==> config.mk <==
export PLATFORM = sky130hd
export DESIGN_NAME = johnson_seq_ctrl
export DESIGN_NICKNAME = d
export VERILOG_FILES = /design/src/rtl/johnson_seq_ctrl_pkg.sv /design/src/rtl/johnson_step_core.sv /design/src/rtl/johnson_seq_ctrl.sv
export SDC_FILE = /design/constraint.sdc
export NUM_CORES = 1
export LEC_CHECK = 0
export CAP_MARGIN = 25
export CORE_MARGIN = 10
export CORE_UTILIZATION = 44
export DETAILED_ROUTE_END_ITERATION = 10
export PLACE_DENSITY = 0.78
export SKIP_LAST_GASP = 1
export SLEW_MARGIN = 20
export SYNTH_ARGS = -nofsm -noshare
export SYNTH_HDL_FRONTEND = slang
export SYNTH_SLANG_ARGS = --single-unit
export TNS_END_PERCENT = 5
==> constraint.sdc <==
create_clock -name clk -period 2 [get_ports clk]
set_clock_uncertainty 0.15 [all_clocks]
set_input_delay 0.4 -clock clk [delete_from_list [all_inputs] [get_ports clk]]
set_output_delay 0.4 -clock clk [all_outputs]
set_load 0.005 [all_outputs]
==> src/rtl/johnson_seq_ctrl_pkg.sv <==
// Shared definitions for the Johnson-counter sequencer: FSM encoding, legal codes and
// the one-hot phase decode.
package johnson_seq_ctrl_pkg;

   typedef enum logic [1:0] {
      StIdle = 2'd0,
      StRun  = 2'd1,
      StDone = 2'd2,
      StErr  = 2'd3
   } state_e;

   localparam int unsigned JC_STEPS = 8;
   localparam int unsigned JC_W     = 4;

   // Index k holds the code of phase k; concatenation lists the highest index first.
   localparam logic [JC_STEPS-1:0][JC_W-1:0] JC_CODES = {
      4'b0001, 4'b0011, 4'b0111, 4'b1111,
      4'b1110, 4'b1100, 4'b1000, 4'b0000
   };

   localparam logic [JC_W-1:0] JC_LAST = JC_CODES[JC_STEPS-1];

   function automatic logic [JC_STEPS-1:0] jc_phase_oh(input logic [JC_W-1:0] cnt);
      logic [JC_STEPS-1:0] oh;
      oh = '0;
      for (int unsigned k = 0; k < JC_STEPS; k++) begin
         if (cnt == JC_CODES[k]) oh[k] = 1'b1;
      end
      return oh;
   endfunction

endpackage

==> src/rtl/johnson_step_core.sv <==
// 4-bit Johnson counter register with step enable, synchronous clear and a legality flag.
module johnson_step_core
   import johnson_seq_ctrl_pkg::*;
(
   input  logic            clk,
   input  logic            rst,
   input  logic            i_en,
   input  logic            i_clr,
   output logic [JC_W-1:0] o_cnt,
   output logic            o_legal
);

   logic [JC_W-1:0] cnt_q, cnt_d;

   // Clear wins over step so an illegal code is never shifted further.
   always_comb begin
      cnt_d = cnt_q;
      if (i_clr) begin
         cnt_d = '0;
      end else if (i_en) begin
         cnt_d = {~cnt_q[0], cnt_q[JC_W-1:1]};
      end
   end

   always_ff @(posedge clk or posedge rst) begin
      if (rst) begin
         cnt_q <= '0;
      end else begin
         cnt_q <= cnt_d;
      end
   end

   assign o_cnt   = cnt_q;
   assign o_legal = |jc_phase_oh(cnt_q);

endmodule

==> src/rtl/johnson_seq_ctrl.sv <==
// Runs a Johnson counter for a requested number of 8-step revolutions, with hold, abort
// and an error state for corrupted counter codes.
module johnson_seq_ctrl
   import johnson_seq_ctrl_pkg::*;
#(
   parameter int unsigned REV_W = 8
) (
   input  logic             clk,
   input  logic             rst,
   input  logic             i_start,
   input  logic [REV_W-1:0] i_rev_cnt,
   input  logic             i_hold,
   input  logic             i_abort,
   output logic [3:0]       o_cnt,
   output logic [7:0]       o_phase_oh,
   output logic [REV_W-1:0] o_rev_left,
   output logic             o_busy,
   output logic             o_done,
   output logic             o_err
);

   state_e           state_q, state_d;
   logic [REV_W-1:0] rev_q, rev_d;
   logic [JC_W-1:0]  cnt;
   logic             legal;
   logic             step_en;
   logic             step_clr;

   johnson_step_core u_core (
      .clk     (clk),
      .rst     (rst),
      .i_en    (step_en),
      .i_clr   (step_clr),
      .o_cnt   (cnt),
      .o_legal (legal)
   );

   always_comb begin
      state_d  = state_q;
      rev_d    = rev_q;
      step_en  = 1'b0;
      step_clr = 1'b0;
      unique case (state_q)
         StIdle: begin
            step_clr = 1'b1;
            if (i_start) begin
               if (i_rev_cnt != '0) begin
                  rev_d   = i_rev_cnt;
                  state_d = StRun;
               end else begin
                  state_d = StDone;
               end
            end
         end
         StRun: begin
            // Priority: abort, then corruption, then hold, then normal stepping.
            if (i_abort) begin
               step_clr = 1'b1;
               rev_d    = '0;
               state_d  = StIdle;
            end else if (!legal) begin
               step_clr = 1'b1;
               rev_d    = '0;
               state_d  = StErr;
            end else if (!i_hold) begin
               step_en = 1'b1;
               if (cnt == JC_LAST) begin
                  rev_d = rev_q - REV_W'(1);
                  if (rev_q == REV_W'(1)) state_d = StDone;
               end
            end
         end
         StDone: begin
            step_clr = 1'b1;
            state_d  = StIdle;
         end
         StErr: begin
            step_clr = 1'b1;
            if (i_abort) state_d = StIdle;
         end
         default: begin
            step_clr = 1'b1;
            rev_d    = '0;
            state_d  = StIdle;
         end
      endcase
   end

   always_ff @(posedge clk or posedge rst) begin
      if (rst) begin
         state_q <= StIdle;
         rev_q   <= '0;
      end else begin
         state_q <= state_d;
         rev_q   <= rev_d;
      end
   end

   assign o_cnt      = cnt;
   assign o_phase_oh = jc_phase_oh(cnt);
   assign o_rev_left = rev_q;
   assign o_busy     = (state_q == StRun);
   assign o_done     = (state_q == StDone);
   assign o_err      = (state_q == StErr);

endmodule

* Word level (Yosys, flattened, before mapping)
Index checks and enable logic that the tools add are counted.
Widths: inputs -> output; s select.
** Word-level totals
- Bits in registers :: 14
- Latch bits :: 0
- RAM bits :: 0
- Bits in read-only memories :: 0
- Output and inout port bits :: 23
- Memories :: 0
** Operators by class
- Add/subtract/negate cells :: 1
- Multipliers :: 0
- Div/mod/pow operators :: 0
- Order comparisons :: 0
- Eq/ne operators :: 17
- Shifts and indexed selects :: 0
- Mux-type cells :: 33
- Bitwise logic cells :: 1
- Reductions and logical operators :: 9
** Operators with widths (count)
- $mux 8 :: 6
- $eq 4x4->1 const B :: 4
- $mux 2 :: 8
- $pmux 8 s2 :: 1
- $mux 1 :: 14
- $reduce_and 5->1 :: 2
- $eq 8x1->1 const B :: 1
- $mux 4 :: 2
- $ne 4x3->1 const B :: 2
- $pmux 2 s4 :: 1
- $reduce_bool 8->1 :: 1
- $reduce_or 8->1 :: 1
- $sub 8x1->8 const B :: 1
- $ne 2x2->1 const B :: 3
- $eq 2x2->1 const B :: 2
- $eq 4x1->1 const B :: 1
- $eq 4x2->1 const B :: 1
- $eq 4x3->1 const B :: 1
- $logic_not 4->1 :: 1
- $ne 4x4->1 const B :: 1
- $reduce_bool 2->1 :: 2
- $reduce_or 3->1 :: 1
- $eq 2x1->1 const B :: 1
- $logic_not 2->1 :: 1
- other kinds (2) :: 2

* Logic depth before layout (Yosys ltp)
- Depth after elaboration :: 8
- Gate-level depth with buffers :: 7
- Mapped depth without buffers :: 6

* Hierarchy
A second synthesis with hierarchy kept.
** Second synthesis, totals
- Cell total of the unflattened synthesis :: 110
- Area total of the unflattened synthesis :: 999.7 sq um
** Modules (own cells, without submodules)
- johnson_seq_ctrl :: instances 1, cells an instance 92, area an instance 803.3 sq um
- johnson_step_core :: instances 1, cells an instance 18, area an instance 196.4 sq um

* Worst setup path after synthesis
Ideal clock, no wire load.
- Path type :: reg-to-reg
- Start :: reg u_core.cnt_q[1] (netlist: u_core.o_cnt[1])
- End :: reg rev_q[6] (netlist: o_rev_left[6])
- Setup time :: 128 ps
- Data arrival time :: 1532 ps
- Data required time :: 1722 ps
- Setup slack :: 190 ps
- Cell stages (with the launch flop) :: 7
- Path through :: dfrtp_1 > buf_6 > nor4b_4 > and2b_2 > nand4_1 > a221oi_2 > nor3_1
** On the way
- Word-level cells in the longest chain between the ends :: 6
- Elaborated cells between the ends (all ways) :: 23
** Ends and longest elaborated chain
- start: declaration :: line johnson_step_core.sv:13 : logic [JC_W-1:0] cnt_q, cnt_d;
- start signal: assignment :: line johnson_step_core.sv:29 : cnt_q <= cnt_d;
- $eq 4x1->1 (*)
- $mux 1 (*)
- named net o_phase_oh[7] :: line johnson_seq_ctrl.sv:15 : output logic [7:0] o_phase_oh,
- $reduce_or 8->1 (*) :: line johnson_step_core.sv:34 : assign o_legal = |jc_phase_oh(cnt_q);
- $mux 8 :: line johnson_seq_ctrl.sv:61 : end else if (!legal) begin
- $mux 8 :: line johnson_seq_ctrl.sv:57 : if (i_abort) begin
- $pmux 8 s2 :: line johnson_seq_ctrl.sv:43 : unique case (state_q)
- end signal: assignment :: line johnson_seq_ctrl.sv:95 : rev_q <= rev_d;
- end: declaration :: line johnson_seq_ctrl.sv:23 : logic [REV_W-1:0] rev_q, rev_d;
Mark *: on every way through the listed nets, which the timed path passes. The rest lies on a longest branch.
A chain may end at the register's enable or synchronous reset.

* Worst setup path in the final report
- Start :: reg u_core.cnt_q[3] (netlist: u_core.o_cnt[3])
- End :: out o_phase_oh[3]
** On the way
- Word-level cells in the longest chain between the ends :: 2
** Ends and longest elaborated chain
- $eq 4x4->1 :: line johnson_seq_ctrl_pkg.sv:27 : if (cnt == JC_CODES[k]) oh[k] = 1'b1;
- $mux 1 :: line johnson_seq_ctrl_pkg.sv:27
- end: declaration :: line johnson_seq_ctrl.sv:15
Every way passes these cells.

==> summary.txt <==
Global routing
  – Maximum number of pins on one net before global-route repair: 15
  – Wire length of the first global-routing pass: 4.82 mm
  – Antenna violations before repair: 0
  – Final global-route overflow total: 0
  – Global router's overall resource usage: 0.132
  – Via count of the first global-routing pass: ~1,000

Timing
  – Total count of max-transition violations in the final report: 0
  – Max_slew headroom: 0.636
  – Worst path setup slack after routing: -183 ps
  – Sum of negative setup slack: -1140 ps
  – Measured slew at the worst slew-check pin: 545 ps
  – Setup-violating endpoint count in the final report: 16
  – Unrepaired setup endpoints after global routing: yes
  – Fmax achieved: about 0.46 GHz
  – Minimum clock period: 2180 ps
  – Final hold violation count: 0
  – Final period util: 1.09

Finish
  – Inserted Diodes: 0
  – Net count reported at finish: 178
  – Most used cells in the layout excluding fill and tap cells: sky130_fd_sc_hd__clkdlybuf4s50_1 (33), sky130_fd_sc_hd__nor2_1 (21), sky130_fd_sc_hd__dfrtp_1 (12), sky130_fd_sc_hd__buf_4 (11), sky130_fd_sc_hd__nand2_1 (10)
  – Final design area excluding fillers: between 1000 and 1500 µm²
  – FF+latch area: around 350 µm²
  – Commonest non-fill, non-tap cell in the layout: sky130_fd_sc_hd__clkdlybuf4s50_1
  – Layout cell share with drive strength beyond 1: 0.167
  – Total of fill cells in the finished design: 191
  – Area used by multi-input combinational logic: 618 µm²
  – Syn-to-layout area delta: 45.4%

Setup path
  – Kind of end point of the critical path: output pin
  – Startpoint class of the critical path: flop
  – Critical path peak fanout: 7
  – Crit Path Category: flop to output pin
  – Required time of the critical path: 1450 ps
  – Arrival @ worst endpoint: approximately 1600 ps

Power and ir drop
  – Leakage: 0.000635 µW
  – Overall power of the completed layout: about 1600 µW
  – PD cells: 1060 nW/µm²
  – Peak VDD IR: 0.000799 V

Floorplanning
  – Area of the placeable core: 2210 µm²
  – Initial Utilization: 0.466
  – Die outline area: 4680 µm²
  – Die width: 68.4 µm
  – Ports placed on the boundary: 36
  – FP Rows: 17
  – Die Y: 68.4 µm

Clock network
  – Root buffer selected by CTS: sky130_fd_sc_hd__clkbuf_4
  – Maximum root-to-sink buffer count: 2
  – TritonCTS clock tree: built
  – Level count of the clock H-tree: 1
  – Worst skew pair latency: 280 ps
  – Hold buffers post-CTS: 0
  – Total CTS buffers: 3
  – Sinks on Clock Net: 14
  – Clock transition at the registers of the reported paths: 90 ps
  – Number of buffers inserted by post-CTS setup repair: 0

Yosys
  – Post-Synthesis Cells: between 100 and 150
  – Average cell area after synthesis: 8.74 µm²
  – Yosys warns: 0
  – Sequential fraction of the synthesis area: 0.340
  – Synthesized Nets: 133
  – Flip-flop and latch count after synthesis: 14
  – Post-synthesis instance area: 1030 µm²
  – Post-synthesis cell type count: 39

Routing
  – Routed length per placed instance: between 15 and 20 µm
  – Routed vias/inst: 5.68
  – Antenna viol nets, final: 0
  – Number of DRC violations after detailed routing: 0
  – Iteration-0 DRC count of the detailed router: between 60 and 70
  – Wire length reported by the detailed router: about 3 mm
  – Number of iterations in the first detailed-routing pass: 4
  – Via Count: roughly 1,100

Run status
  – Outcome: finished, violations left
  – Violations in the final reports: negative setup slack

Placement
  – GP Congestion: 0.902
  – Total cell area at the placement stage: between 1000 and 1500 µm²
  – DPL Wire Length: 2.41 mm
  – IO buf count: 35

Worst hold path
  – Class of the tightest hold or removal check: primary input to asynchronous set/reset pin

Job
  – Max-capacitance violation count: 0
[cell usage after synthesis (all sizes together)]
| cell | instances | area [µm²] |
|---|---|---|
| nor3 | 4 | 20.0 |
| buf | 4 | 38.8 |
| dfrtp | 14 | 350 |
| inv | 6 | 22.5 |
| ha | 2 | 25.0 |
| and3 | 2 | 12.5 |
| nand4 | 1 | 6.26 |
| nand3 | 4 | 25.0 |
| nor3b | 3 | 22.5 |
| a22o | 3 | 26.3 |
| o21a | 1 | 7.51 |
| a21oi | 4 | 31.3 |
| nor2b | 1 | 6.26 |
| clkbuf | 2 | 7.51 |
| nand2 | 10 | 37.5 |
| nand2b | 2 | 20.0 |
| nor4b | 3 | 47.5 |
| o22ai | 2 | 12.5 |
| o21ai | 5 | 25.0 |
| a32o | 1 | 10.0 |
| and2b | 1 | 8.76 |
| a31o | 1 | 8.76 |
| a222oi | 1 | 10.0 |
| a221oi | 4 | 41.3 |
| and2 | 2 | 12.5 |
| o211ai | 2 | 15.0 |
| nor4 | 6 | 37.5 |
| a31oi | 3 | 33.8 |
| mux2i | 3 | 30.0 |
| nor2 | 21 | 78.8 |
[power by group]
part	internal (µW)	leakage [µW]	switching, µW	total, µW
Sequential	377	0.000177	127	504
Combinational	447	0.000436	424	871
Clock	111	0.0000210	96.9	208
[metrics by stage]
| step | hold WS [ps] | std cells | worst slack [ps] | utilization |
|---|---|---|---|---|
| finish | 301 | 190 | -183 | 0.678 |
| detailed placement | 379 | 186 | -315 | 0.657 |
| global route | 336 | 190 | -296 | 0.678 |
| global placement | 376 | 186 | -302 | 0.657 |
| CTS | 315 | 190 | -241 | 0.674 |
| floorplan | 139 | 118 | 190 | - |
[worst paths after layout]
path                                        startpoint                           to  slack (ps)  depth (start not counted)
max                        u_core.o_cnt[3]$_DFFE_PP0P_                o_phase_oh[3]        -180                          3
max reg2reg                u_core.o_cnt[2]$_DFFE_PP0P_    o_rev_left[3]$_DFFE_PP0P_          10                          8
min                                                rst    o_rev_left[0]$_DFFE_PP0P_         300                          2
min in group clk             o_rev_left[7]$_DFFE_PP0P_    o_rev_left[7]$_DFFE_PP0P_         400                          1
min reg2reg                  o_rev_left[7]$_DFFE_PP0P_    o_rev_left[7]$_DFFE_PP0P_         400                          1
max in group asynchronous                          rst  u_core.o_cnt[1]$_DFFE_PP0P_        1010                          2
[state kept, by name, indices dropped and copies added (netlist names)]
signal	count
state_q	2
u_core.o_cnt	4
o_rev_left	8
[logic make-up (layout without fill, tap and decap cells)]
kind of cell             count (synthesis)  after routing  synth area share
AO/OA/AOI/OAI                           27             27             0.215
adder cells (fa/ha/maj)                  2              2            0.0243
buffers and inverters                   12             56            0.0667
flip-flops                              14             14             0.340
multiplexers                             3              3            0.0291
AND/OR/NAND/NOR                         60             60             0.325
[area by class of cell]
class                           count  area share
Timing Repair Buffer               46       0.290
Tap cell                           28      0.0234
Multi-Input combinational cell     92       0.412
Inverter                            6      0.0150
Clock buffer                        4      0.0242
Sequential cell                    14       0.235
[timing repair]
item	in CTS	in global routing
endpoints found under the setup margin	13	21
pin swaps	0	0
resized for setup	3	2
[layer usage]
metal / share of wire / vias to the layer above / GRT usage
met5: 0 / - / 0
met4: 0.018 / 0 / 0.0628
met3: 0.10 / 6 / 0.0506
met2: 0.47 / 54 / 0.206
met1: 0.41 / 495 / 0.154
li1: - / 525 / -
[worst max-delay path: stages (launching register included)]
cell	delay [ps]
sky130_fd_sc_hd__dfrtp_2	460
sky130_fd_sc_hd__nand2_1	140
sky130_fd_sc_hd__nor3b_1	210
sky130_fd_sc_hd__clkdlybuf4s50_1	540
(Power assumes the default switching activity.)
